$ cat src/rtl/bist_misr_pkg.sv
// Shared types and constants for the BIST signature checker.
package bist_misr_pkg;

  typedef enum logic [1:0] {
    IDLE    = 2'd0,
    COMPACT = 2'd1,
    CHECK   = 2'd2,
    DONE    = 2'd3
  } st_misr_state;

  // x^64 + x^4 + x^3 + x + 1; narrower instances take the low bits.
  localparam logic [63:0] DEFAULT_POLY = 64'h0000_0000_0000_001B;

endpackage

$ cat src/rtl/bist_misr_checker_misr.sv
// Multiple-input signature register: shift left, reduce by POLY, fold in data.
module misr
  import bist_misr_pkg::*;
#(
  parameter int                    DATA_WIDTH = 64,
  parameter logic [DATA_WIDTH-1:0] POLY       = DEFAULT_POLY[DATA_WIDTH-1:0],
  parameter logic [DATA_WIDTH-1:0] SEED       = '0
) (
  input  logic                  clk_i,
  input  logic                  rstn_i,
  input  logic                  init_i,
  input  logic                  en_i,
  input  logic [DATA_WIDTH-1:0] data_i,
  output logic [DATA_WIDTH-1:0] sig_o
);

  function automatic logic [DATA_WIDTH-1:0] misr_next(
    input logic [DATA_WIDTH-1:0] sig,
    input logic [DATA_WIDTH-1:0] din
  );
    return {sig[DATA_WIDTH-2:0], 1'b0} ^ (sig[DATA_WIDTH-1] ? POLY : '0) ^ din;
  endfunction

  always_ff @(posedge clk_i or negedge rstn_i) begin
    if (!rstn_i) begin
      sig_o <= SEED;
    end else if (init_i) begin
      sig_o <= SEED;
    end else if (en_i) begin
      sig_o <= misr_next(sig_o, data_i);
    end
  end

endmodule

$ cat config.mk
export PLATFORM = sky130hd
export DESIGN_NAME = misr
export DESIGN_NICKNAME = d
export VERILOG_FILES = /design/src/rtl/bist_misr_pkg.sv /design/src/rtl/bist_misr_checker_misr.sv
export SDC_FILE = /design/constraint.sdc
export NUM_CORES = 1
export LEC_CHECK = 0
export CORE_AREA = 2 2 80 97
export DETAILED_ROUTE_END_ITERATION = 8
export DIE_AREA = 0 0 82 99
export PLACE_DENSITY = 0.9
export SYNTH_ARGS = -nofsm -noshare
export SYNTH_HDL_FRONTEND = slang
export SYNTH_SLANG_ARGS = --single-unit
$ cat constraint.sdc
create_clock -name clk_i -period 1.9 [get_ports clk_i]
set_input_delay 0.38 -clock clk_i [delete_from_list [all_inputs] [get_ports clk_i]]
set_output_delay 0.38 -clock clk_i [all_outputs]
set_load 0.01 [all_outputs]
==> metrics list <==
- The number of global-route vias before repair was 2586.
- Accumulated negative setup slack: 0 ps
- After the last flow step, the layout net total stands at 479.
- Result of the run: finished, final reports clean
* CTS Sinks: 64
- Primary FF master, synth: sky130_fd_sc_hd__dfrtp_1
- Slowest cell delay on critical path: 600 ps
- In this run switching power makes up between 20% and 30% of total power.
- Dpl hpwl: 5.36 mm
- The floorplan step defined a die boundary enclosing 8120 µm².
- Starting Density: a little under half
- Combinational logic burns 25.6% of the power.
- Crit-path max FO: 6
* Number of buffers inserted by port buffering: ~130
* Max-slew violation count: 0
* Area overhead of the layout relative to synthesis: 48.3%
- For this run, the total global-route usage over all layers was measured as a little under a fifth.
- In this run the power density over the cells is 740 nW/µm².
- FF+latch count, synth: 64
- The first global-routing pass estimated 11.8 mm of wire.
* Maximum number of pins on one net before global-route repair: 81
- Detailed-route wire length per cell: 14.5 µm
- Clock network latency to the later pin of the worst-skew pair: 330 ps
- Of all cell types, the one taking the most synthesized area is sky130_fd_sc_hd__dfrtp_1.
* Final Hold Viols: 0
- Before antenna repair, the detailed router went through 4 iterations.
- At the pin with the least slew margin, the transition time is about 460 ps.
- By count the netlist is led by 64 x sky130_fd_sc_hd__dfrtp_1, 62 x sky130_fd_sc_hd__nor2_1, 61 x sky130_fd_sc_hd__xnor2_1, 39 x sky130_fd_sc_hd__a211oi_2, 22 x sky130_fd_sc_hd__a211oi_1.
* Core footprint: 7150 µm²
- Data on the critical path is required at its endpoint by roughly 1500 ps.
- Number of setup violations in the final report: 0
- Total inserted antenna cells: 0
- Of the cells placed in the final design, the portion with a size suffix greater than 1 is between 10% and 20%.
- Number of clock buffers inserted by TritonCTS: 9
- Switching component of the power: about 1000 µW
- Counting I/O delays and the setup requirement, the final critical path takes 1760 ps.
- Synth async-reset ratio: 100%
- Counting every instance in the synthesized netlist gives 281.
- Using the TritonRoute via totals, the vias-per-cell ratio works out to 5.00.
- The internal power of the cells totals 2590 µW.
- Final Routed Wirelength: approximately 7.3 mm
- Cell with the biggest individual delay on the critical path: sky130_fd_sc_hd__clkdlybuf4s50_1
* Height of the die: 99 µm
- Crit. End Element: output port
- Leading registers by flop count: sig_o (64)
- Ys Warns: 0
* Clock tree from TritonCTS: yes
- Averaged over all synthesized cells, the footprint is roughly 12 µm².
- Setup repair after global routing left no endpoint under its margin.
- Number of placed I/O pins: 132
- Top cell type's share of synthesized area: 49.0%
- The share of the Yosys chip area taken by registers is 49.0%.
- Counting both buffers and inverters, the worst setup path holds a total of 1.
- Headroom to the max-slew limit came out at 69.4%.
- The congestion estimate from routability-driven global placement came to 0.742.
- The first routing iteration left 76 violations.
* Ratio of final minimum period to clock period: between 90% and 100%
* Part of the power in the clock network: 30.1%
* Antenna violations before repair: 0
- Timing would allow up to between 500 and 600 MHz.
- Maximum ir drop on the vdd rail: 0.451 mV
* Number of setup buffers added after CTS: 0
* Placement-stage cell area: ~4600 µm²
* Crit path cell chain: clkdlybuf4s50_1
* Clock root buffer: sky130_fd_sc_hd__clkbuf_8
- Number of placement rows: 34
- The H-tree generated during clock tree synthesis spans 3 levels.
- Count of flip-flops with a built-in enable after synthesis: 0
- In this run the horizontal extent of the chip is roughly 82 µm.
* Most instantiated library cell after synthesis: sky130_fd_sc_hd__dfrtp_1
* Layout Skew: ~9.4 ps
- Detailed-route via count: 2528
- Post-route DRC violation count: 0
- The mapped netlist covers about 3300 µm².
* Data arrival time of the critical path: between 1000 and 1500 ps
- In the post-synthesis netlist, the biggest area contributors are sky130_fd_sc_hd__dfrtp_1 49%, sky130_fd_sc_hd__xnor2_1 16%, sky130_fd_sc_hd__a211oi_2 15%, sky130_fd_sc_hd__nor2_1 7.1%, sky130_fd_sc_hd__a211oi_1 5.1%.
* Class of the tightest hold or removal check: input port to flip-flop
- The finished cells cover around 4800 µm².
- In this run the remaining antenna-violating nets after routing total 0.
* Number of max-cap violations: 0
- Clock-pin slew was measured on the worst setup and hold paths at approximately 60 ps.
* Leak pwr: 0.00186 µW
- STA classifies the critical path startpoint as a flip-flop.
- Of the total power, registers draw 44.3%.
* Number of unique standard cell types used by synthesis: 16
- Number of gates given a new drive strength after cts: 0
- The setup path with the least slack is of type flip-flop to output port.
* Syn nets: 349
- Grouping stages by cell kind, the critical path spends the most delay in buffers and inverters.
- Register ranked first by flip-flop count: sig_o
* Global-route congestion overflow total: 0
* Largest register FFs: 64
* CTS Hold Buffers Added: 1
* Clock Path Buffers: 2
## logic make-up after synthesis
| family | synth area share [%] |
|---|---|
| buffers and inverters | 4.40 |
| and+or+nand+nor | 8.19 |
| AOI/OAI and AO/OA | 20.5 |
| DFF | 49.0 |
| xor gates and xnor gates | 17.6 |
| muxes | 0.306 |
## metal layers
metal | part of all wire (%) | track usage (%) | up-vias
met5 | 0 | 0 | -
met4 | 1.5 | 6.67 | 0
li1 | - | - | 1229
met2 | 50 | 31.5 | 98
met3 | 7.8 | 4.49 | 11
met1 | 41 | 23.0 | 1190
## layout by cell type (no fill, tap or decap), drive strengths merged, types with 2 or more instances in the layout
cell / n
clkdlybuf4s50: 128
nand2b: 2
clkinvlp: 3
a211oi: 61
xnor2: 61
nor2: 62
xor2: 2
buf: 11
nand2: 2
o221ai: 2
clkbuf: 12
dfrtp: 64
## path summary, 6_finish.rpt
path | from | to | slack [ps] | cells after the start
hold reg to reg | sig_o[61] | sig_o[61] | 590 | 2
min in group asynchronous | rstn_i | sig_o[33] | 530 | 2
max in group asynchronous | rstn_i | sig_o[61] | 840 | 3
setup / recovery | sig_o[63] | sig_o[63] | 140 | 1
hold / removal | en_i | sig_o[2] | 340 | 2
setup reg to reg | sig_o[63] | sig_o[4] | 750 | 3
## area by class of cell
| cell class | instances | area, µm² |
|---|---|---|
| clock buffer | 12 | 165 |
| tap | 90 | 113 |
| multi-input combinational | 196 | 1520 |
| clock inverter | 4 | 27.5 |
| timing repair buffer | 140 | 1420 |
| sequential | 64 | 1600 |
| fill | 562 | 2300 |
## power groups by stage
stage	Combinational [µW]	Clock (µW)	Sequential, µW
finish	917	1080	1590
global route	994	1190	1610
CTS	932	1120	1590
detailed placement	926	0	1620
global placement	908	0	1610
floorplan	406	0	1650
## per-stage QoR
| step | utilization, % | instances | setup WS (ps) | total power (µW) | hold WS [ps] |
|---|---|---|---|---|---|
| 6_report | 67.9 | 506 | 140 | 3590 | 340 |
| 5_1_grt | 67.9 | 506 | 65.2 | 3790 | 340 |
| 4_1_cts | 67.9 | 506 | 122 | 3650 | 326 |
| 3_5_place_dp | 65.0 | 489 | 484 | 2540 | 351 |
| 3_3_place_gp | 65.0 | 489 | 504 | 2520 | 347 |
| 2_1_floorplan | - | 281 | 790 | 2060 | 84.4 |
Power figures use the tool's default switching activity.
